`src/rtl/max_window_ctrl.sv`:
```
// Measurement-window sequencer for the max_value peak datapath: clears it, gates its
// enable for a fixed count of accepted samples, waits out its latency, captures the peak.
module max_window_ctrl #(
    parameter int DATA_W       = 20,
    parameter int CNT_W        = 8,
    parameter int DRAIN_CYCLES = 1
) (
    input  logic              i_clk,
    input  logic              i_rst,
    input  logic              i_start,
    input  logic              i_abort,
    input  logic [CNT_W-1:0]  i_cfg_window,
    input  logic [DATA_W-1:0] i_cfg_baseline,
    input  logic              i_sample_valid,
    input  logic [DATA_W-1:0] i_max_in,
    output logic              o_max_clear,
    output logic              o_max_enable,
    output logic [DATA_W-1:0] o_baseline_value,
    output logic              o_busy,
    output logic [CNT_W-1:0]  o_sample_count,
    output logic              o_result_valid,
    input  logic              i_result_ready,
    output logic [DATA_W-1:0] o_result_data,
    output logic              o_result_above_base,
    output logic              o_cfg_err,
    output logic              o_sample_drop
);

    localparam int DRW = (DRAIN_CYCLES > 1) ? $clog2(DRAIN_CYCLES) : 1;

    typedef enum logic [2:0] {
        S_IDLE   = 3'd0,
        S_CLEAR  = 3'd1,
        S_ACCUM  = 3'd2,
        S_DRAIN  = 3'd3,
        S_REPORT = 3'd4
    } state_t;

    state_t            r_state, w_next;
    logic [CNT_W-1:0]  r_window_len;
    logic [CNT_W-1:0]  r_count;
    logic [DRW-1:0]    r_drain;
    logic [DATA_W-1:0] r_baseline;
    logic [DATA_W-1:0] r_result;
    logic              r_above;

    logic w_start_ok, w_accept, w_last_sample, w_drain_done;

    assign w_start_ok    = (r_state == S_IDLE) && i_start && (i_cfg_window != '0);
    // An abort cycle never counts as an accepted sample.
    assign w_accept      = (r_state == S_ACCUM) && i_sample_valid && !i_abort;
    assign w_last_sample = w_accept && (r_count == r_window_len - CNT_W'(1));
    assign w_drain_done  = (r_state == S_DRAIN) && (r_drain == DRW'(DRAIN_CYCLES - 1));

    always_ff @(posedge i_clk) begin
        if (i_rst) r_state <= S_IDLE;
        else       r_state <= w_next;
    end

    always_comb begin
        w_next = r_state;
        case (r_state)
            S_IDLE:   if (w_start_ok) w_next = S_CLEAR;
            S_CLEAR:  w_next = S_ACCUM;
            S_ACCUM:  if (w_last_sample) w_next = S_DRAIN;
            S_DRAIN:  if (w_drain_done) w_next = S_REPORT;
            S_REPORT: if (i_result_ready) w_next = S_IDLE;
            default:  w_next = S_IDLE;
        endcase
        if (i_abort && r_state != S_IDLE) w_next = S_IDLE;
    end

    always_ff @(posedge i_clk) begin
        if (i_rst) begin
            r_window_len <= '0;
            r_count      <= '0;
            r_drain      <= '0;
            r_baseline   <= '0;
            r_result     <= '0;
            r_above      <= 1'b0;
        end else begin
            if (w_start_ok) begin
                r_window_len <= i_cfg_window;
                r_baseline   <= i_cfg_baseline;
                r_count      <= '0;
            end
            if (w_accept) r_count <= r_count + CNT_W'(1);
            if (r_state == S_DRAIN && !w_drain_done) r_drain <= r_drain + DRW'(1);
            else                                     r_drain <= '0;
            if (w_drain_done && !i_abort) begin
                r_result <= i_max_in;
                r_above  <= (i_max_in > r_baseline);
            end
        end
    end

    always_comb begin
        o_max_clear         = (r_state == S_CLEAR);
        o_max_enable        = w_accept;
        o_busy              = (r_state != S_IDLE);
        o_result_valid      = (r_state == S_REPORT);
        o_cfg_err           = (r_state == S_IDLE) && i_start && (i_cfg_window == '0);
        o_sample_drop       = i_sample_valid && (r_state != S_ACCUM);
        o_baseline_value    = r_baseline;
        o_sample_count      = r_count;
        o_result_data       = r_result;
        o_result_above_base = r_above;
    end

endmodule

```
`config.mk`:
```
export PLATFORM = sky130hd
export DESIGN_NAME = max_window_ctrl
export DESIGN_NICKNAME = d
export VERILOG_FILES = /design/src/rtl/max_window_ctrl.sv
export SDC_FILE = /design/constraint.sdc
export NUM_CORES = 1
export LEC_CHECK = 0
export CORE_MARGIN = 5
export CORE_UTILIZATION = 27
export DETAILED_ROUTE_END_ITERATION = 8
export PLACE_DENSITY = 0.58
export SKIP_LAST_GASP = 1
export SLEW_MARGIN = 0
export SYNTH_ARGS = -nofsm -noshare
export SYNTH_HDL_FRONTEND = slang
export SYNTH_SLANG_ARGS = --single-unit
```
`constraint.sdc`:
```
create_clock -name i_clk -period 1.8 [get_ports i_clk]
set_input_delay 0.36 -clock i_clk [delete_from_list [all_inputs] [get_ports i_clk]]
set_output_delay 0.36 -clock i_clk [all_outputs]
set_load 0.005 [all_outputs]
```
### After elaboration in Yosys (flattened, before gate mapping)

Cells that the tools add are included.

* register bits after elaboration: 61
* logic and storage cells: 51

* add/sub/neg operators: 3
* order comparisons: 1
* eq/ne operators: 10
* mux-type cells: 7
* bitwise logic cells: 2
* reductions and logical operators: 21

Operator list (count)
* > comparator 20 bit: 1
* 2-to-1 mux 8 bit: 2
* case mux 3 bit (5 select lines): 1
* 2-to-1 mux 3 bit: 4
* logical AND 1 bit: 11
* adder 8 x 1 -> 8 bit, second input constant: 1
* equality test 8 bit: 1
* zero test 8 bit: 1
* nonzero test 8 bit: 1
* subtractor 8 x 1 -> 8 bit, second input constant: 1
* equality test 3 x 2 -> 1 bit, second input constant: 2
* inequality test 2 bit, second input constant: 3
* AND reduction 4 bit: 1
* OR reduction 2 bit: 2
* equality test 3 x 1 -> 1 bit, second input constant: 1
* equality test 3 bit, second input constant: 1
* zero test 3 bit: 1
* inequality test 3 x 2 -> 1 bit, second input constant: 1
* nonzero test 3 bit: 1
* zero test 1 bit: 2
* inequality test 2 x 1 -> 1 bit, second input constant: 1
* inverter 1 bit: 2
* nonzero test 2 bit: 1
* adder 1 bit, second input constant: 1

### Logic depth before layout (Yosys ltp)

Gate-level depths: netlist (run 1).

* depth in word-level cells: 6
* mapped depth: 8

### Worst setup path before layout (run 1)

No wires, ideal clock.

* kind: reg2reg
* from: register r_window_len[0]
* to: register r_state[0]
* setup time: 59 ps
* data arrival time: 1580 ps
* required time: 1741 ps
* path slack: 162 ps
* stages on the path, launching flop included: 8
* buffers on the path: 0
* clock period less this slack: 1638 ps
* cell sequence: dfxtp_1 inv_1 ha_1 xor2_1 nand3_1 or4_1 nor3_2 a31o_1

* word-level cells in the longest chain between the ends: 5

Ends and longest elaborated chain
* from (decl): RTL line 40 `logic [CNT_W-1:0] r_window_len;`
* from (signal assigned): RTL line 83 `r_window_len <= i_cfg_window;`
* subtractor 8 x 1 -> 8 bit: RTL line 52 `assign w_last_sample = w_accept && (r_count == r_window_len - CNT_W'(1));`
* equality test 8 bit: RTL line 52
* logical AND 1 bit: RTL line 52
* inequality test 2 bit (no source line)
* AND reduction 4 bit (no source line)
* to (signal assigned): RTL line 57 `else r_state <= w_next;`
* to (decl): RTL line 39 `state_t r_state, w_next;`

Every way passes these cells.
A chain may end at the register's enable or synchronous reset.

### Final worst setup path (run 1)

* from: register r_state[0]
* to: register r_baseline[2], in the netlist o_baseline_value[2]

* word-level cells in the longest chain between the ends: 3

Ends and longest elaborated chain
* zero test 3 bit: RTL line 49 `assign w_start_ok = (r_state == S_IDLE) && i_start && (i_cfg_window != '0);`
* logical AND 1 bit (2 in a row): RTL line 49
* to (signal assigned): RTL line 84 `r_baseline <= i_cfg_baseline;`
* to (decl): RTL line 43 `logic [DATA_W-1:0] r_baseline;`

Every way passes these cells.

==> impl_metrics.yaml, run 1 <==
outcome:
  status: "finished with violations"
  violations: "negative setup slack"
critical_path:
  cp.required_ns: 2.05
  regToRegSetupSlack_ns: -0.01
  cp_max_fo: 4
  max_stage_delay_ns: 0.55
  path_cells: "or4b_4 > buf_6 > a21oi_4 > buf_4 > buf_6 > buf_4 > nand2_1 > a21oi_1"
  arrival_ns: 2.06
  worst-path-buf-inv: 4
  timing_worst_setup_path_type: "reg2reg"
  crit_path_top_delay_cell: "or4b_4"
  start_kind: "flop"
  path_delay_family: "simple AND/OR/NAND/NOR gates"
  worst_setup_path_end_kind: "flop"
detailed_routing:
  vias_per_cell: 4.69
  drc_errors: 0
  num_vias: 3327
  drt-initial-drc-count: 174
  wire_per_inst_um: 15.4
  wl_um: 11000
  firstDrtPassIters: 5
  ant_nets: 0
finish:
  areaGrowthSynthToFinish_pct: 72.6
  final_nets: 638
  drive_above_1_share: 0.270
  final_cells: 710
  antenna_cells: 0
synth:
  yosysTopAreaCell: "dfxtp_1"
  syn_avg_cell_area_um2: 7.98
  synth-edff-count: 0
  ys_ff_latch: 61
  synth-xor-area-share: 0.0407
  synth.area.top_cells: "dfxtp_1 (38%), nand2_1 (13%), a21oi_1 (8.8%)"
  synthAdderAreaFrac: 0.0860
  yosys.area_share.simple: 0.253
  synthCells: 401
  synth-compound-area-share: 0.163
  synth_seq_area_share: 0.382
  synth_top_family_by_area: "simple AND/OR/NAND/NOR gates"
  yosys.area.top_type_share: 0.382
  ys_warn_count: 0
  async_flop_share: 0
  netlist_area_um2: 3200
  synthesis.nets: 477
  synth.area.mux_share: 0.00313
  synth.distinct_cells: 52
  synthFlopType: "dfxtp_1"
power_and_ir_drop:
  vdd_drop_max_mv: 0.441
  power.density_nw_per_um2: 772
  p_leak_nw: 2.29
cts:
  cts_tree: "built"
  cts_sinks: 61
  insertion_delay_ns: 0.32
  clock_path_buffers: 2
  cts_max_level: 3
  path_clk_slew_ns: 0.05
  clockRootBuffer: "clkbuf_16"
  cts_buffers: 9
floorplanning:
  coreArea_um2: 11500
  die_area_um2: 14100
  row_count: 39
  ioPinCount: 109
  die_w_um: 119
  die_h_um: 119
  initial_utilization: 0.278
placed_design:
  place_ws_ns: -0.549
  dp_hpwl_um: 7850
  place_inst: 671
  gp_congestion: 0.822
  io_buffers: 108
global_route:
  grt_pass1_wl_um: 17100
  grt-ovfl-total: 0
  grt_usage: 0.149
  antenna_found_initial: 1
  grt_max_degree: 34
  first_global_vias: 3332
timing:
  layout_min_cycle_time_ns: 1.81
  fmax_mhz: 552
  grt_setup_unrepaired: "true"
  setup_viol: 1
  clock_skew_ns: 0.00673
  maxSlewViolCount: 0
  setup_slack_ns: -0.0105
  timing.final.crit_share: 1.01
  final_hold_viol_count: 0
min_path:
  worstHoldPathType: "in2reg"
run:
  max_cap_viol_count: 0
==> cells in the mapped netlist (all sizes together), types with 2 or more instances <==
cell and instances:
clkbuf 12, buf 10, nand4b 2, inv 25
dfxtp 61, nor2b 3, nand3b 2, a221oi 2
nor3 6, nand3 6, xor2 5, a21oi 57
nor3b 2, a211oi 3, a21o 8, o21ai 8
ha 22, nand2b 2, nand4 6, a31oi 2
xnor2 9, nor2 17, nand2 107, a311oi 2
nor4 6
==> stage by stage <==
step	total power, mW	cell area, µm²	hold WS [ns]	utilization	setup TNS [ns]
after floorplan	1.84	3200	0.441	-	0
after global routing	4.47	5520	0.361	0.480	-0.504
after CTS	4.24	5250	0.440	0.456	-0.386
after global placement	2.22	4660	0.443	0.404	-11.95
final	4.26	5520	0.348	0.480	-0.0105
after detailed placement	2.23	4660	0.449	0.404	-13.03
==> power by group <==
group          leakage (nW)  internal, mW  switching [mW]
Combinational          1.63         0.509           0.416
Sequential            0.502          1.41          0.0474
Clock                 0.160          1.25           0.625
Total                  2.29          3.18            1.09
==> repair_timing <==
| item | in CTS | in global routing |
|---|---|---|
| pin swaps | 27 | 28 |
| hold buffers | 0 | 0 |
| resized for setup | 52 | 62 |
| setup buffers | 13 | 10 |
| setup endpoints to repair | 17 | 39 |
| gates cloned | 2 | 0 |
| endpoints found under the hold margin | 0 | 0 |
==> per-layer routing <==
metal	share of wire	up-vias	global-route usage
met4	0.0088	2	0.0398
met2	0.49	93	0.246
li1	-	1682	-
met3	0.054	8	0.0398
met1	0.44	1542	0.193
met5	0.0010	-	0
==> worst min-delay path: cells and delay by family <==
family                 cells  cell delay [ns]
AOI/OAI and AO/OA          1             0.05
buffers and inverters      1             0.15
and+or+nand+nor            1             0.06
==> area by class of cell <==
class	instances	area, µm²
Fill cell	1087	5990
Multi-Input combinational cell	292	2030
Timing Repair Buffer	172	1660
Sequential cell	61	1240
Clock buffer	11	243
Tap cell	143	179
Inverter	26	97.6
Clock inverter	5	82.6
==> cell usage in the layout, fill, tap and decap left out, types with 2 or more instances in the layout <==
| cell type | count |
|---|---|
| a211oi_2 | 2 |
| xor2_1 | 5 |
| inv_2 | 9 |
| buf_12 | 2 |
| nand4_1 | 6 |
| bufinv_16 | 2 |
| a21o_1 | 8 |
| o21ai_1 | 2 |
| clkdlybuf4s50_1 | 76 |
| nor4_4 | 2 |
| a311oi_2 | 2 |
| nor3_1 | 4 |
| dlymetal6s2s_1 | 14 |
| buf_6 | 6 |
| nand3_1 | 6 |
| nor2_1 | 14 |
| a21oi_2 | 5 |
| clkbuf_16 | 9 |
| dlygate4sd2_1 | 15 |
| xnor2_1 | 8 |
| dfxtp_2 | 14 |
| nand2b_1 | 2 |
| nor4_1 | 2 |
| nor2_4 | 2 |
| inv_1 | 16 |
| o21ai_0 | 5 |
| nor3_2 | 2 |
| ha_1 | 11 |
| ha_4 | 11 |
| a21oi_1 | 51 |
| nand3b_1 | 2 |
| clkbuf_2 | 2 |
| nor4_2 | 2 |
| a31oi_1 | 2 |
| nand2_4 | 5 |
| dfxtp_1 | 47 |
| nand2_1 | 101 |
| nor2b_1 | 3 |
| buf_4 | 54 |
==> final timing paths <==
check	startpoint	end	depth (start not counted)
max	r_state[0]$_SDFFE_PP0P_	o_baseline_value[2]$_SDFFE_PP0P_	8
min	i_max_in[16]	o_result_data[16]$_SDFFE_PP0P_	3
max reg2reg	r_state[0]$_SDFFE_PP0P_	o_baseline_value[2]$_SDFFE_PP0P_	8
min reg2reg	o_result_data[0]$_SDFFE_PP0P_	o_result_data[0]$_SDFFE_PP0P_	2
==> registers in the layout, indices dropped and copies added, names as in the netlist <==
| register | count |
|---|---|
| o_result_above_base | 1 |
| r_state | 3 |
| r_window_len | 8 |
| r_drain | 1 |
| o_result_data | 20 |
| o_sample_count | 8 |
| o_baseline_value | 20 |
==> cell families after synthesis <==
family / count (synthesis)
and+or+nand+nor: 167
AOI/OAI and AO/OA: 87
DFF: 61
buffers and inverters: 48
adders and majority gates: 22
xor gates and xnor gates: 14
other: 1
muxes: 1
Note: power is estimated with default switching activity, not from simulation.
==> run 2: changes to the inputs <==
--- a/config.mk
+++ b/config.mk
@@ -8,5 +8,7 @@
 export CORE_MARGIN = 5
 export CORE_UTILIZATION = 27
+export CTS_CLUSTER_DIAMETER = 150
 export DETAILED_ROUTE_END_ITERATION = 8
+export GPL_TIMING_DRIVEN = 0
 export PLACE_DENSITY = 0.58
 export SKIP_LAST_GASP = 1
==> constraint.sdc (replaced) <==
create_clock -name i_clk -period 1.8 [get_ports i_clk]
set_input_delay 0.36 -clock i_clk [delete_from_list [all_inputs] [get_ports i_clk]]
set_output_delay 0.36 -clock i_clk [all_outputs]
set_load 0.05 [all_outputs]
==> impl_metrics.yaml, run 2 (synthesis results as in run 1) <==
outcome:
  status: "finished with violations"
  violations: "negative setup slack"
detailed_routing:
  wl_um: 10800
  vias_per_cell: 4.72
  num_vias: 3264
  wire_per_inst_um: 15.6
  drt-initial-drc-count: 134
  firstDrtPassIters: 5
  ant_nets: 0
  drc_errors: 0
finish:
  final_cells: 691
  drive_above_1_share: 0.224
  final_cell_mix: "nand2_1 (104), dlygate4sd2_1 (62), a21oi_1 (45)"
  finalInstanceArea_um2: 5130
  final_common_cell: "nand2_1"
  num-fill-cells: 1158
  final_util: 0.446
  areaGrowthSynthToFinish_pct: 60.5
  final_nets: 621
  antenna_cells: 0
placed_design:
  place_ws_ns: -0.937
  io_buffers: 107
  dp_hpwl_um: 8180
  place_inst: 651
  gp_congestion: 0.841
  postPlaceCellArea_um2: 4480
critical_path:
  path_delay_family: "buffers and inverters"
  cp.required_ns: 1.44
  regToRegSetupSlack_ns: -0.03
  path_cells: "clkdlybuf4s50_1 > nor4_4 > nand2_2 > nor2_4 > buf_8"
  max_stage_delay_ns: 0.47
  timing_worst_setup_path_type: "in2out"
  start_kind: "input pin"
  worst-path-buf-inv: 2
  crit_path_top_delay_cell: "clkdlybuf4s50_1"
  worst_setup_path_end_kind: "primary output"
  cp_max_fo: 2
  arrival_ns: 1.59
floorplanning:
  initial_utilization: 0.278
  ioPinCount: 109
  die_w_um: 119
  die_h_um: 119
  row_count: 39
  die_area_um2: 14100
  coreArea_um2: 11500
power_and_ir_drop:
  p_leak_nw: 2.24
  design_power_total_mw: 3.98
  vdd_drop_max_mv: 0.313
  power.density_nw_per_um2: 775
timing:
  maxSlewViolCount: 0
  max-slew-margin-rel: 0.606
  tns_ns: -0.221
  grt_setup_unrepaired: "true"
  worst_pin_slew_ns: 0.591
  fin_hold_ws_ns: 0.335
  final_hold_viol_count: 0
  fmax_mhz: 512
  clock_skew_ns: 0.00603
  layout_min_cycle_time_ns: 1.95
  setup_viol: 5
  timing.final.crit_share: 1.08
  setup_slack_ns: -0.152
global_route:
  antenna_found_initial: 1
  first_global_vias: 3165
  grt-ovfl-total: 0
  grt_max_degree: 11
  grt_pass1_wl_um: 16700
  grt_usage: 0.148
cts:
  cts_sinks: 61
  clock_path_buffers: 2
  cts_tree: "built"
  path_clk_slew_ns: 0.05
  cts_buffers: 9
  insertion_delay_ns: 0.32
  clockRootBuffer: "clkbuf_16"
  cts_max_level: 3
run:
  max_cap_viol_count: 0
min_path:
  worstHoldPathType: "in2reg"
## run 2: report_power, final
group          switching, mW  leakage (nW)  internal, mW
Clock                  0.578         0.134         0.985
Sequential            0.0480         0.505          1.41
Combinational          0.534          1.60         0.419
## run 2: path summary, 6_finish.rpt
kind	end	cells past startpoint	from
worst max-delay path	o_cfg_err	5	i_cfg_window[7]
worst min-delay path	o_result_data[16]$_SDFFE_PP0P_	3	i_max_in[16]
worst max register to register	o_sample_count[3]$_SDFFE_PP0P_	8	r_state[0]$_SDFFE_PP0P_
worst min register to register	o_result_data[1]$_SDFFE_PP0P_	2	o_result_data[1]$_SDFFE_PP0P_
## run 2: worst reg2reg max path, delay by kind of cell (launching register included)
family / cells / cell delay, ns
AOI/OAI and AO/OA: 3 / 0.33
and+or+nand+nor: 2 / 0.60
DFF: 1 / 0.31
buffers and inverters: 3 / 0.44
## run 2: routing by layer
| metal | global-route usage | vias up | routed length, µm |
|---|---|---|---|
| met3 | 0.0346 | 16 | 519 |
| li1 | - | 1645 | - |
| met1 | 0.188 | 1517 | 4780 |
| met5 | 0 | - | 12 |
| met4 | 0.0543 | 2 | 188 |
| met2 | 0.246 | 84 | 5260 |
## run 2: final cells by class
type / instances / area, µm² / area share
multi-input combinational: 292 / 1940 / 0.378
sequential: 61 / 1250 / 0.243
timing repair buffer: 134 / 1240 / 0.242
clock buffer: 12 / 256 / 0.0500
tap: 143 / 179 / 0.0348
buffer: 21 / 150 / 0.0292
inverter: 26 / 103 / 0.0200
clock inverter: 2 / 10.0 / 0.00195
## run 2: what timing repair did
action,CTS,global route
hold buffers,0,0
buffers inserted,8,17
setup endpoints to repair,69,45
resized for setup,109,59
pin swaps,14,11
gates cloned,0,2
